$ cat src/rtl/mem_xfer_pkg.sv
// mem_xfer_pkg: shared types and sizing defaults for the memory transfer datapath.
package mem_xfer_pkg;
    localparam int DATA_W_DEF = 8;
    localparam int ADDR_W_DEF = 3;
    localparam int DEPTH = 1 << ADDR_W_DEF;
    typedef enum logic [1:0] {IDLE, READ, DRAIN, DONE} xfer_state_t;
endpackage

$ cat src/rtl/out_fifo2.sv
// out_fifo2: two-entry FIFO with the head word presented directly on head.
module out_fifo2 import mem_xfer_pkg::*; #(
    parameter int DATA_W = DATA_W_DEF
) (
    input  logic              clk,
    input  logic              rst_n,
    input  logic              push,
    input  logic              pop,
    input  logic [DATA_W-1:0] din,
    output logic [DATA_W-1:0] head,
    output logic [1:0]        occ
);
    logic [DATA_W-1:0] tail;
    logic              do_pop;
    logic [1:0]        slot;
    assign do_pop = pop && occ != 2'd0;
    // slot is where an incoming word lands once this cycle's pop has shifted the queue
    assign slot = occ - 2'(do_pop);
    always_ff @(posedge clk or negedge rst_n) begin
        if (!rst_n) begin
            head <= '0;
            tail <= '0;
            occ  <= '0;
        end else begin
            head <= (push && slot == 2'd0) ? din : do_pop ? tail : head;
            tail <= (push && slot == 2'd1) ? din : tail;
            occ  <= occ + 2'(push) - 2'(do_pop);
        end
    end
endmodule

$ cat src/rtl/mem_read_streamer.sv
// mem_read_streamer: reads a programmed run of words from a synchronous memory
// and streams them over valid/ready, buffering to hide the read latency.
module mem_read_streamer import mem_xfer_pkg::*; #(
    parameter int DATA_W = DATA_W_DEF,
    parameter int ADDR_W = ADDR_W_DEF
) (
    input  logic              clk,
    input  logic              rst_n,
    input  logic              start,
    input  logic [ADDR_W-1:0] baseAddr,
    input  logic [ADDR_W:0]   len,
    output logic              memRe,
    output logic [ADDR_W-1:0] memAddr,
    input  logic [DATA_W-1:0] memData,
    output logic [DATA_W-1:0] dataOut,
    output logic              dataValid,
    input  logic              dataReady,
    output logic              busy,
    output logic              done
);
    xfer_state_t state;
    logic [ADDR_W:0] rem;
    logic            inflight;
    logic            pop;
    logic [1:0]      occ;
    assign dataValid = occ != 2'd0;
    assign pop       = dataValid && dataReady;
    assign busy      = state != IDLE;
    assign done      = state == DONE;
    // a read is only issued when its word is guaranteed a buffer slot one cycle later
    assign memRe = state == READ && (3'(occ) + 3'(inflight) - 3'(pop)) < 3'd2;
    always_ff @(posedge clk or negedge rst_n) begin
        if (!rst_n) begin
            state    <= IDLE;
            memAddr  <= '0;
            rem      <= '0;
            inflight <= 1'b0;
        end else begin
            inflight <= memRe;
            unique case (state)
                IDLE: if (start) begin
                    memAddr <= baseAddr;
                    rem     <= len;
                    state   <= (len != '0) ? READ : DONE;
                end
                READ: if (memRe) begin
                    memAddr <= memAddr + 1'b1;
                    rem     <= rem - 1'b1;
                    if (rem == (ADDR_W+1)'(1)) state <= DRAIN;
                end
                DRAIN: if (!inflight && occ == 2'(pop)) state <= DONE;
                DONE: state <= IDLE;
            endcase
        end
    end
    out_fifo2 #(.DATA_W(DATA_W)) u_fifo (
        .clk  (clk),
        .rst_n(rst_n),
        .push (inflight),
        .pop  (pop),
        .din  (memData),
        .head (dataOut),
        .occ  (occ)
    );
endmodule

$ cat config.mk
export PLATFORM = sky130hd
export DESIGN_NAME = mem_read_streamer
export DESIGN_NICKNAME = d
export VERILOG_FILES = /design/src/rtl/mem_xfer_pkg.sv /design/src/rtl/out_fifo2.sv /design/src/rtl/mem_read_streamer.sv
export SDC_FILE = /design/constraint.sdc
export NUM_CORES = 1
export LEC_CHECK = 0
export BUFFER_PORTS_ARGS = -buffer_cell sky130_fd_sc_hd__buf_2
export CORE_MARGIN = 2
export CORE_UTILIZATION = 53
export DETAILED_ROUTE_END_ITERATION = 8
export PLACE_DENSITY = 0.79
export SETUP_SLACK_MARGIN = 0.3
export SLEW_MARGIN = 20
export SYNTH_ARGS = -nofsm -noshare
export SYNTH_HDL_FRONTEND = slang
export SYNTH_SLANG_ARGS = --single-unit
export TNS_END_PERCENT = 100
$ cat constraint.sdc
create_clock -name clk -period 3.85 [get_ports clk]
set_input_delay 0.77 -clock clk [delete_from_list [all_inputs] [get_ports clk]]
set_output_delay 0.77 -clock clk [all_outputs]
set_load 0.01 [all_outputs]
==> summary.txt, run 1 <==
Route
  • Drt total wl: between 2000 and 3000 um
  • DRC errors left: 0
  • Antenna-violating nets left: 0
  • Drt first pass iters: 4
  • WL per Instance: about 15 um
  • Via/cell ratio: 5.668
  • Vias: 1162
  • Iteration-0 DRC Markers: 24

CTS
  • CTS buffer count: 3
  • CTS max path bufs: 2
  • Post-CTS Hold Buffers: 0
  • Worst-Skew Late Latency: between 0.3 and 0.4 ns
  • CTS tree: yes
  • CTS H-tree depth: 1
  • Sink Count: 28
  • Clock Root Buffer: clkbuf_4
  • Clk slew on worst S/H paths: between 0.15 and 0.2 ns

Floorplan
  • Initial core utilization: approximately 56%
  • Die width: just under 60 um
  • # IOs: 34
  • Die Area: between 3000 and 4000 um2
  • Rows: 19
  • Core Area: ~2800 um2
  • Chip height: 57.95 um

Pwr
  • Combinational power share: between 50% and 60%
  • Max VDD drop: 0.4852 mV
  • Pwr Density: 860.9 nW/um2
  • LEAKAGE: 0.9079 nW
  • Cell-internal power: around 0.95 mW
  • Net Sw Frac: 39.64%
  • Sw power: 0.6226 mW
  • Clk pwr share: about an eighth
  • Sequential group share of total power: approximately 33%

Logic synthesis
  • Sequential share of the synthesized area: 45.42%
  • Synth warn: 0
  • Ys flop type: dfrtp_1
  • Syn_area_per_cell: 11.18 um2
  • Yosys top cell by area: dfrtp_1
  • Yosys cell types: 28
  • Post-synth EDFFs: 0
  • Top cells by count, synth: dfrtp_1 (28), mux2i_1 (17), nand2_1 (14), inv_1 (13), ha_1 (10)
  • FFs w/ async S/R, synth: between 90% and 100%
  • Register bit total from synthesis: 28
  • Mapped Nets: 168
  • Cells after Synth: ~140
  • Top-count cell post-synth: dfrtp_1
  • Share of the synthesized area in the top cell type: 45.42%
  • Synth Cell Area: ~1500 um2
  • Synth top area cells: dfrtp_1 (45%), mux2i_1 (11%), ha_1 (8.1%)

GRT
  • Vias in the first global route: 1214
  • GR Layer Usage met3: 2.455%
  • M1 GR Usage: 22.22%
  • Pin count of the biggest net entering global routing: 29
  • Grt met2 use: 35.55%
  • Tot GR Track Use: approximately 20%
  • GRT busiest layer: met2
  • Antenna violations before repair: 0
  • First-pass GRT wire length: 5016 um
  • Total grt overflow: 0

Job
  • Maxcap violations: 0

Timing
  • Worst slew pin tran: 0.8614 ns
  • Final Hold Fails: 0
  • Setup Skew: 0.004837 ns
  • F_max: about 0.29 GHz
  • Final Slew Violations: 0
  • Unrepaired setup endpoints after global routing: no
  • Setup TNS Final: 0 ns
  • Min Tclk post-route: ~3.5 ns
  • Final setup viols: 0
  • Period utilization: 89.99%
  • Worst hold slack: 0.4249 ns
  • Worst rel slew slack: between 40% and 50%

Run status
  • Status: finished, final reports clean

Final layout
  • Nets: between 200 and 250
  • ANT cells: 0
  • Synth-to-layout area growth: 18.25%
  • Share of layout cells above drive strength 1: between 30% and 40%

Placed design
  • Gp weighted congestion: between 0.8 and 0.9
  • DP Wirelength: about 2200 um
  • Port-buffer cells: 33

Critical path
  • Critical Path Source Type: flip-flop
  • WP data required: 3.08 ns
  • Crit-path max cell delay: 0.41 ns
  • CP max-delay cell: dfrtp_1
  • Critical Setup Path Class: flip-flop to output pin
  • Critical Path Fanout Max: 5
  • CP Capture Type: output pin
  • Crit path cell chain: or2_1 > nand2_4 > inv_1 > ha_1 > inv_1 > ha_1 > fa_2 > xnor2_4 > nor3b_4 > buf_2
  • Arr. time, crit path: 2.69 ns

Hold path
  • Worst Hold Class: primary input to asynchronous set/reset pin
-- cell families after synthesis --
kind of cell             share of synthesized area (%)
AND/OR/NAND/NOR                                  11.03
flip-flops                                       45.42
multiplexers                                     18.57
AO/OA/AOI/OAI                                    10.14
buffers and inverters                            4.380
adder cells (fa/ha/maj)                          9.408
XOR/XNOR                                         1.055
-- cell type report --
cell class	count	area [um2]
clock buffers	3	22.52
clock inverters	1	30.03
fillers	216	933.4
inverters	13	48.80
multi-input cells	92	788.3
flip-flops and latches	28	700.7
well taps	31	38.79
repair buffers	37	195.2
-- flip-flops by register name, summed over array words and instances (netlist names) --
signal and flops:
u_fifo.occ 2, state 2, memAddr 3, u_fifo.head 8
inflight 1, u_fifo.tail 8, rem 4
-- cell usage in the layout, fill, tap and decap left out, drive strengths merged --
| cell | Yosys | layout |
|---|---|---|
| buf | 0 | 37 |
| dfrtp | 28 | 28 |
| mux2i | 17 | 17 |
| nand2 | 15 | 15 |
| inv | 13 | 13 |
| o21ai | 11 | 11 |
| ha | 10 | 10 |
| mux2 | 10 | 10 |
| nor3b | 5 | 5 |
| a21oi | 4 | 4 |
| nor2 | 3 | 3 |
| o22a | 3 | 3 |
| o22ai | 3 | 3 |
| clkbuf | 5 | 3 |
| nor3 | 2 | 2 |
| or2 | 1 | 1 |
| xnor2 | 1 | 1 |
| o31ai | 1 | 1 |
| nand2b | 1 | 1 |
| o2111ai | 1 | 1 |
| o21a | 1 | 1 |
| or4 | 1 | 1 |
| or3 | 1 | 1 |
| fa | 1 | 1 |
| bufinv | 0 | 1 |
-- power groups by stage --
| stage | Combinational, mW | Sequential [mW] | Clock, mW |
|---|---|---|---|
| 6_report | 0.851 | 0.525 | 0.195 |
| 5_1_grt | 0.939 | 0.542 | 0.211 |
| 4_1_cts | 0.850 | 0.524 | 0.196 |
| 3_5_place_dp | 0.791 | 0.537 | 0 |
| 3_3_place_gp | 0.747 | 0.525 | 0 |
| 2_1_floorplan | 0.579 | 0.541 | 0 |
-- what timing repair did --
| action | CTS | global route |
|---|---|---|
| gates resized for setup | 2 | 0 |
| endpoints found under the hold margin | 0 | 0 |
| setup endpoints to repair | 1 | 1 |
| pin swaps | 2 | 1 |
| buffers inserted | 3 | 1 |
-- worst max-delay path, delay by kind of cell (launching register included) --
kind | cells | cell delay, ns
DFF | 1 | 0.41
and+or+nand+nor | 3 | 0.58
adders and majority gates | 3 | 0.91
buffers and inverters | 3 | 0.29
xor gates and xnor gates | 1 | 0.18
-- metal layers --
| layer | vias to the layer above | wire length, um |
|---|---|---|
| met2 | 34 | 1573 |
| met5 | - | 0 |
| li1 | 555 | - |
| met3 | 4 | 144 |
| met4 | 0 | 61 |
| met1 | 569 | 1209 |
-- stage by stage --
stage / setup WS (ns) / instance area, um2 / std cells / utilization [%] / power [mW]
global placement: 0.4022 / 1728 / 197 / 62.66 / 1.272
floorplan: 0.6362 / 1543 / 138 / - / 1.120
CTS: 0.3638 / 1817 / 204 / 65.88 / 1.570
detailed placement: 0.2699 / 1728 / 197 / 62.66 / 1.328
global route: 0.3103 / 1824 / 205 / 66.15 / 1.692
finish: 0.3853 / 1824 / 205 / 66.15 / 1.570
-- path summary, 6_finish.rpt --
kind                            depth (start not counted)  slack [ns]                       start                    endpoint
worst min-delay path                                    1        0.42                       rst_n  u_fifo.tail[4]$_DFFE_PN0P_
worst max-delay path                                   10        0.39     u_fifo.occ[1]$_DFF_PN0_                       memRe
min in group clk                                        1        0.53  u_fifo.tail[1]$_DFFE_PN0P_  u_fifo.tail[1]$_DFFE_PN0P_
max in group asynchronous                               1        3.01                       rst_n  u_fifo.tail[2]$_DFFE_PN0P_
worst min register to register                          1        0.53  u_fifo.tail[1]$_DFFE_PN0P_  u_fifo.tail[1]$_DFFE_PN0P_
worst max register to register                         12        0.95     u_fifo.occ[1]$_DFF_PN0_      memAddr[1]$_DFFE_PN0P_
Note: power is estimated with default switching activity, not from simulation.
==> run 2: changes to the inputs <==
--- a/config.mk
+++ b/config.mk
@@ -7,9 +7,10 @@
 export LEC_CHECK = 0
 export BUFFER_PORTS_ARGS = -buffer_cell sky130_fd_sc_hd__buf_2
 export CORE_MARGIN = 2
-export CORE_UTILIZATION = 53
+export CORE_UTILIZATION = 30
+export CTS_BUF_LIST = sky130_fd_sc_hd__clkbuf_2
 export DETAILED_ROUTE_END_ITERATION = 8
-export PLACE_DENSITY = 0.79
+export PLACE_DENSITY = 0.5
 export SETUP_SLACK_MARGIN = 0.3
 export SLEW_MARGIN = 20
 export SYNTH_ARGS = -nofsm -noshare
==> constraint.sdc (replaced) <==
create_clock -name clk -period 3.2 [get_ports clk]
set_input_delay 0.64 -clock clk [delete_from_list [all_inputs] [get_ports clk]]
set_output_delay 0.64 -clock clk [all_outputs]
set_load 0.01 [all_outputs]
==> summary.txt, run 2 (same netlist as run 1, synthesis figures left out) <==
CTS
  • Post-CTS Hold Buffers: 0 (unchanged)
  • Worst-Skew Late Latency: 0.38 ns (was 0.33 ns)
  • Clock Root Buffer: clkbuf_2 (was clkbuf_4)
  • CTS max path bufs: 2 (unchanged)
  • Sink Count: 28 (unchanged)
  • CTS buffer count: 3 (unchanged)
  • Clk slew on worst S/H paths: 0.28 ns (was 0.16 ns)
  • CTS H-tree depth: 1 (unchanged)
  • CTS tree: yes (unchanged)

Critical path
  • CP Capture Type: output pin (unchanged)
  • R2R cell count: 13 (was 12)
  • Critical Setup Path Class: flip-flop to output pin (unchanged)
  • RR Startpoint: u_fifo.occ[0]$_DFF_PN0_ (was u_fifo.occ[1]$_DFF_PN0_)
  • Crit-path max cell delay: 0.45 ns (was 0.41 ns)
  • Delay-heaviest family, CP: adder cells (unchanged)
  • Critical Path Fanout Max: 2 (was 5)
  • Critical Path Source Type: flip-flop (unchanged)
  • Reg2reg end: memAddr[1]$_DFFE_PN0P_ (unchanged)
  • CP max-delay cell: dfrtp_1 (unchanged)
  • WP data required: 2.56 ns (was 3.08 ns)
  • Reg2Reg Setup Slack: 0.39 ns (was 0.95 ns)
  • Crit path cell chain: or2_4 > nand2_8 > inv_4 > ha_4 > inv_4 > ha_4 > fa_2 > xnor2_4 > nor3b_4 > buf_2 (was or2_1 > nand2_4 > inv_1 > ha_1 > inv_1 > ha_1 > fa_2 > xnor2_4 > nor3b_4 > buf_2)
  • Arr. time, crit path: 2.58 ns (was 2.69 ns)
  • Worst path buffer plus inverter count: 3 (unchanged)

Placed design
  • Gp weighted congestion: 0.7322 (was 0.8127)
  • Dpl ws: 0.09789 ns (was 0.2699 ns)
  • Port-buffer cells: 33 (unchanged)
  • DP Wirelength: 2405 um (was 2208 um)

Run status
  • Status: complete, but fails checks (was finished, final reports clean)
  • Failing checks: negative setup slack

Floorplan
  • Chip height: 75.71 um (was 57.95 um)
  • Rows: 26 (was 19)
  • # IOs: 34 (unchanged)
  • Core Area: 5042 um2 (was 2758 um2)
  • Die width: 75.71 um (was 57.95 um)
  • Initial core utilization: 30.60% (was 55.94%)
  • Die Area: 5732 um2 (was 3358 um2)

Final layout
  • Share of layout cells above drive strength 1: 39.23% (was 33.91%)
  • Nets: 212 (was 205)
  • Sequential Area: 701.9 um2 (was 700.7 um2)
  • ANT cells: 0 (unchanged)
  • Commonest non-fill, non-tap cell in the layout: buf_2 (unchanged)
  • Most frequent cells in the layout: buf_2 (33), dfrtp_1 (27), mux2i_1 (17) (was buf_2 (33), dfrtp_1 (28), mux2i_1 (17))
  • Final cell utilization of the core: 38.44% (was 66.15%)
  • Area occupied by multi-input gates: 824.5 um2 (was 788.3 um2)
  • Fill cells: 511 (was 216)
  • Biggest regs: u_fifo.head (8), u_fifo.tail (8), rem (4) (unchanged)
  • Synth-to-layout area growth: 25.63% (was 18.25%)

Route
  • Via/cell ratio: 4.574 (was 5.668)
  • Drt total wl: 3326 um (was 2989 um)
  • WL per Instance: 13.25 um (was 14.58 um)
  • Drt first pass iters: 4 (unchanged)
  • Antenna-violating nets left: 0 (unchanged)
  • Iteration-0 DRC Markers: 37 (was 24)
  • Vias: 1148 (was 1162)
  • DRC errors left: 0 (unchanged)

Timing
  • Final Hold Fails: 0 (unchanged)
  • Worst slew pin tran: 0.7112 ns (was 0.8614 ns)
  • Min Tclk post-route: 3.224 ns
  • Setup Skew: 0.01019 ns (was 0.004837 ns)
  • F_max: 0.3102 GHz
  • Final setup viols: 1 (was 0)
  • Period utilization: 100.7%
  • Worst rel slew slack: 52.38% (was 42.32%)
  • Unrepaired setup endpoints after global routing: yes (was no)
  • Final Slew Violations: 0 (unchanged)
  • Worst hold slack: 0.2279 ns (was 0.4249 ns)
  • Setup ws final: -0.02387 ns (was 0.3853 ns)

Pwr
  • Pwr Density: 1002 nW/um2 (was 860.9 nW/um2)
  • Max VDD drop: 0.3306 mV (was 0.4852 mV)
  • Total power: 1.942 mW (was 1.570 mW)
  • LEAKAGE: 0.9269 nW (was 0.9079 nW)

GRT
  • Pin count of the biggest net entering global routing: 29 (unchanged)
  • Antenna violations before repair: 0 (unchanged)
  • Total grt overflow: 0 (unchanged)
  • Vias in the first global route: 1172 (was 1214)
  • First-pass GRT wire length: 5485 um (was 5016 um)
  • Tot GR Track Use: 12.78% (was 19.84%)

Job
  • Maxcap violations: 0 (unchanged)

Hold path
  • Worst Hold Class: primary input to asynchronous set/reset pin (unchanged)
run 2: cell types whose count changed in the layout (fill, tap and decap cells not counted), sizes merged:
cell    change
clkinv      +1
buf         +7
bufinv      -1
run 2: how the worst max path moves through the flow:
stage,slack [ns],end,start,depth (start not counted)
2_1_floorplan,0.31,memRe,u_fifo.occ[1]$_DFF_PN0_,10
3_3_place_gp,0.14,memRe,dataReady,10
3_5_place_dp,0.1,memRe,dataReady,10
4_1_cts,-0.06,memRe,u_fifo.occ[1]$_DFF_PN0_,10
5_1_grt,-0.14,memRe,u_fifo.occ[0]$_DFF_PN0_,10
6_report,-0.02,memRe,u_fifo.occ[0]$_DFF_PN0_,10
run 2: repair_timing:
action / CTS / global route
pin swaps: 6 / 4
buffers inserted: 7 / 2
endpoints found under the setup margin: 2 / 1
resized for setup: 4 / 1
cloned: 0 / 0
run 2: area by class of cell:
class / instances / area share, %
clock buffers: 3 / 0.7747
clock inverters: 1 / 0.1937
inverters: 13 / 2.776
multi-input cells: 92 / 42.54
flip-flops and latches: 28 / 36.22
well taps: 70 / 4.519
repair buffers: 44 / 12.98
run 2: routing by layer:
layer / up-vias / GRT usage (%) / share of wire [%] / wire, um
met5: - / 0 / 0 / 0
met4: 0 / 5.068 / 1.2 / 41
met3: 4 / 2.116 / 4.4 / 146
met2: 30 / 22.42 / 50 / 1678
met1: 554 / 15.59 / 44 / 1460
li1: 560 / - / - / -
run 2: report_power, final:
part	internal, mW	leakage (nW)	total, mW	switching, mW
clock	0.0271	0.0140	0.139	0.112
combinational	0.594	0.572	1.17	0.577
sequential	0.521	0.341	0.632	0.112
total	1.14	0.927	1.94	0.800
run 2: metrics by stage:
step           instance area (um2)  cells  TNS (ns)
2_1_floorplan                 1592    138         0
3_5_place_dp                  1831    238         0
4_1_cts                       1919    249  -0.06475
5_1_grt                       1938    251   -0.1448
6_report                      1938    251  -0.02387
3_3_place_gp                  1831    238         0
==> run 3: changes to the inputs <==
--- a/config.mk
+++ b/config.mk
@@ -5,6 +5,7 @@
 export SDC_FILE = /design/constraint.sdc
 export NUM_CORES = 1
 export LEC_CHECK = 0
+export ABC_AREA = 1
 export BUFFER_PORTS_ARGS = -buffer_cell sky130_fd_sc_hd__buf_2
 export CORE_MARGIN = 2
 export CORE_UTILIZATION = 30
==> summary.txt, run 3 <==
GRT
  • Total grt overflow: 0 (unchanged)
  • M1 GR Usage: 15.75% (was 15.59%)
  • Antenna violations before repair: 0 (unchanged)
  • First-pass GRT wire length: 5402 um (was 5485 um)
  • Vias in the first global route: 1193 (was 1172)
  • Grt met2 use: 17.11% (was 22.42%)
  • GR Layer Usage met3: 3.294% (was 2.116%)
  • Pin count of the biggest net entering global routing: 29 (unchanged)
  • GRT busiest layer: met2 (unchanged)
  • Tot GR Track Use: 11.12% (was 12.78%)

Pwr
  • LEAKAGE: 1.060 nW (was 0.9269 nW)
  • Pwr Density: 1031 nW/um2 (was 1002 nW/um2)
  • Sw power: 0.8822 mW (was 0.7997 mW)
  • Cell-internal power: 1.115 mW (was 1.142 mW)
  • Net Sw Frac: 44.16% (was 41.18%)
  • Max VDD drop: 0.3990 mV (was 0.3306 mV)
  • Clk pwr share: 10.9% (was 7.1%)
  • Sequential group share of total power: 32.2% (was 32.6%)
  • Combinational power share: 56.9% (was 60.3%)

Logic synthesis
  • Synth warn: 0 (unchanged)
  • FFs w/ async S/R, synth: 100.0% (unchanged)
  • Yosys cell types: 25 (was 28)
  • Sequential share of the synthesized area: 44.06% (was 45.42%)
  • Main combinational cell family by area after synthesis: simple AND/OR/NAND/NOR gates (was multiplexers)
  • Synth Cell Area: 1590 um2 (was 1543 um2)
  • Yosys top cell by area: dfrtp_1 (unchanged)
  • Simple-gate share of the synthesized area: 26.12% (was 11.03%)
  • Top-count cell post-synth: nand2_1 (was dfrtp_1)
  • Register bit total from synthesis: 28 (unchanged)
  • Syn_area_per_cell: 8.240 um2 (was 11.18 um2)
  • Top cells by count, synth: nand2_1 (61), dfrtp_1 (28), inv_1 (22), ha_1 (10), nand2_2 (10) (was dfrtp_1 (28), mux2i_1 (17), nand2_1 (14), inv_1 (13), ha_1 (10))
  • Adder-cell share of the synthesized area: 9.127% (was 9.408%)
  • Mapped Nets: 223 (was 168)
  • Post-synth EDFFs: 0 (unchanged)
  • Share of the synthesized area in the top cell type: 44.06% (was 45.42%)
  • Cells after Synth: 193 (was 138)
  • Ys flop type: dfrtp_1 (unchanged)
  • Compound-cell area share of the yosys netlist: 11.49% (was 10.14%)
  • Synth top area cells: dfrtp_1 (44%), nand2_1 (14%), ha_1 (7.9%) (was dfrtp_1 (45%), mux2i_1 (11%), ha_1 (8.1%))
  • Post-synthesis mux area share: 0.6294% (was 18.57%)
  • XOR/XNOR Fraction of Synth Area: 0% (was 1.054%)

Floorplan
  • Core Area: 5107 um2 (was 5042 um2)
  • Die width: 76.81 um (was 75.71 um)
  • Initial core utilization: 31.14% (was 30.60%)
  • # IOs: 34 (unchanged)
  • Rows: 26 (unchanged)
  • Chip height: 76.81 um (was 75.71 um)
  • Die Area: 5899 um2 (was 5732 um2)

Critical path
  • Crit-path max cell delay: 0.48 ns (was 0.45 ns)
  • Worst path depth: 12 (was 10)
  • CP max-delay cell: fa_1 (was dfrtp_1)
  • Arr. time, crit path: 2.42 ns (was 2.58 ns)
  • Critical Path Source Type: flip-flop (unchanged)
  • Delay-heaviest family, CP: adder cells (unchanged)
  • WP data required: 2.56 ns (about the same)
  • Crit path cell chain: inv_2 > nand2_2 > nand2_2 > inv_2 > ha_4 > inv_2 > ha_4 > fa_1 > inv_1 > nand3_2 > nor2_2 > buf_2 (was or2_4 > nand2_8 > inv_4 > ha_4 > inv_4 > ha_4 > fa_2 > xnor2_4 > nor3b_4 > buf_2)
  • Critical Path Fanout Max: 2 (unchanged)
  • Reg2reg end: rem[3]$_DFFE_PN0P_ (was memAddr[1]$_DFFE_PN0P_)
  • Reg2Reg Setup Slack: 0.68 ns (was 0.39 ns)
  • CP Capture Type: output pin (unchanged)
  • Worst Setup SP: u_fifo.occ[0]$_DFF_PN0_ (unchanged)
  • Critical Setup Path Class: flip-flop to output pin (unchanged)
  • Crit path to: memRe (unchanged)
  • RR Startpoint: u_fifo.occ[0]$_DFF_PN0_ (unchanged)
  • R2R cell count: 16 (was 13)
  • Worst path buffer plus inverter count: 5 (was 3)
  • Most used cell, CP: inv_2

Timing
  • Worst slew pin tran: 0.6608 ns (was 0.7112 ns)
  • Min Tclk post-route: 3.057 ns (was 3.224 ns)
  • F_max: 0.3271 GHz (was 0.3102 GHz)
  • Worst rel slew slack: 55.95% (was 52.38%)
  • Final Slew Violations: 0 (unchanged)
  • Period utilization: 95.54% (was 100.7%)
  • Final setup viols: 0 (was 1)
  • Setup Skew: 0.002082 ns (was 0.01019 ns)
  • Final Hold Fails: 0 (unchanged)
  • Unrepaired setup endpoints after global routing: yes (unchanged)

CTS
  • Sink Count: 28 (unchanged)
  • CTS tree: yes (unchanged)
  • Worst-Skew Late Latency: 0.37 ns (was 0.38 ns)
  • CTS H-tree depth: 1 (unchanged)
  • CTS max path bufs: 2 (unchanged)
  • CTS buffer count: 3 (unchanged)
  • Clk slew on worst S/H paths: 0.27 ns (was 0.28 ns)
  • Clock Root Buffer: clkbuf_2 (unchanged)

Route
  • WL per Instance: 10.28 um (was 13.25 um)
  • Iteration-0 DRC Markers: 64 (was 37)
  • DRC errors left: 0 (unchanged)
  • Vias: 1296 (was 1148)
  • Drt first pass iters: 4 (unchanged)
  • Drt total wl: 3116 um (was 3326 um)
  • Via/cell ratio: 4.277 (was 4.574)
  • Antenna-violating nets left: 0 (unchanged)

Job
  • Maxcap violations: 0 (unchanged)

Final layout
  • Fill cells: 560 (was 511)
  • Synth-to-layout area growth: 21.87% (was 25.63%)
  • Most frequent cells in the layout: nand2_1 (59), buf_2 (33), dfrtp_1 (28) (was buf_2 (33), dfrtp_1 (27), mux2i_1 (17))
  • Share of layout cells above drive strength 1: 33.48% (was 39.23%)
  • Biggest regs: u_fifo.head (8), u_fifo.tail (8), rem (4) (unchanged)
  • Final cell utilization of the core: 37.95% (was 38.44%)
  • Commonest non-fill, non-tap cell in the layout: nand2_1 (was buf_2)
  • ANT cells: 0 (unchanged)
  • Nets: 264 (was 212)
  • Post-route cell area: 1938 um2 (unchanged)

Placed design
  • DP Wirelength: 2274 um (was 2405 um)
  • Port-buffer cells: 33 (unchanged)
  • Gp weighted congestion: 0.7225 (was 0.7322)
  • DP Area: 1808 um2 (was 1831 um2)

Hold path
  • Worst Hold Class: primary input to asynchronous set/reset pin (unchanged)

Run status
  • Status: finished, final reports clean (was complete, but fails checks)
## run 3: cell count changes after synthesis, moves of 7 or more
cell	previous run	this run
inv_1	13	22
mux2_2	9	0
mux2i_1	17	1
nand2_1	14	61
nand2_2	0	10
nand3_1	0	8
o21ai_1	2	9
## run 3: worst register-to-register path, stage by stage (launching register included)
cell and delay (ns):
dfrtp_1 0.44, inv_2 0.08, nand2_2 0.07, nand2_2 0.07
inv_2 0.05, ha_4 0.26, inv_2 0.04, ha_4 0.15
fa_1 0.48, inv_1 0.09, nand3_2 0.08, buf_4 0.15
nand2_2 0.08, nand3_4 0.19, inv_1 0.15, nand2_1 0.07
nand2_2 0.05
## run 3: layout make-up
| class | count | area [um2] | area share, % |
|---|---|---|---|
| Tap cell | 70 | 87.58 | 4.519 |
| Inverter | 27 | 101.3 | 5.229 |
| Multi-Input combinational cell | 134 | 785.8 | 40.54 |
| Clock buffer | 3 | 15.01 | 0.7747 |
| Sequential cell | 28 | 700.7 | 36.15 |
| Timing Repair Buffer | 40 | 217.7 | 11.23 |
| Clock inverter | 1 | 30.03 | 1.549 |
## run 3: cell families (layout without fill, tap and decap cells)
group           Yosys count  after routing
compound gates           30             30
flops                    28             28
buf+inv                  31             71
mux                       1              1
simple gates             92             92
fa+ha+maj                11             11
## run 3: repair_timing
item	4_1_cts	5_1_grt
pin swaps	6	4
hold buffers	0	0
setup endpoints to repair	1	1
setup buffers	5	2
resized for setup	9	0
## run 3: through the flow
stage	worst slack [ns]	setup TNS, ns	hold slack, ns	power (mW)	std cells
2_1_floorplan	0.4048	0	0.3444	1.479	193
3_3_place_gp	0.1511	0	0.4576	1.677	292
3_5_place_dp	0.1092	0	0.4605	1.690	292
4_1_cts	0.04078	0	0.2349	2.012	301
5_1_grt	-0.02674	-0.02674	0.2157	2.217	303
6_report	0.1428	0	0.2389	1.998	303
## run 3: routing by layer
layer | up-vias | routed length [um]
met3 | 2 | 175
met2 | 35 | 1314
li1 | 690 | -
met5 | - | 0
met1 | 569 | 1616
met4 | 0 | 10
## run 3: worst min-delay path by stage
stage                                             to  slack, ns  cells after the start
after floorplan                   inflight$_DFF_PN0_       0.34                      0
after global placement    u_fifo.head[1]$_DFFE_PN0P_       0.46                      2
after detailed placement  u_fifo.head[4]$_DFFE_PN0P_       0.46                      2
after CTS                 u_fifo.head[2]$_DFFE_PN0P_       0.23                      1
after global routing      u_fifo.head[2]$_DFFE_PN0P_       0.22                      1
final                     u_fifo.head[2]$_DFFE_PN0P_       0.24                      1
## run 3: power by group through the flow
stage                     Sequential [mW]  Combinational, mW  Clock [mW]
after floorplan                     0.666              0.814           0
after global placement              0.648               1.03           0
after detailed placement            0.650               1.04           0
after CTS                           0.647               1.14       0.230
after global routing                0.671               1.30       0.248
final                               0.643               1.14       0.218
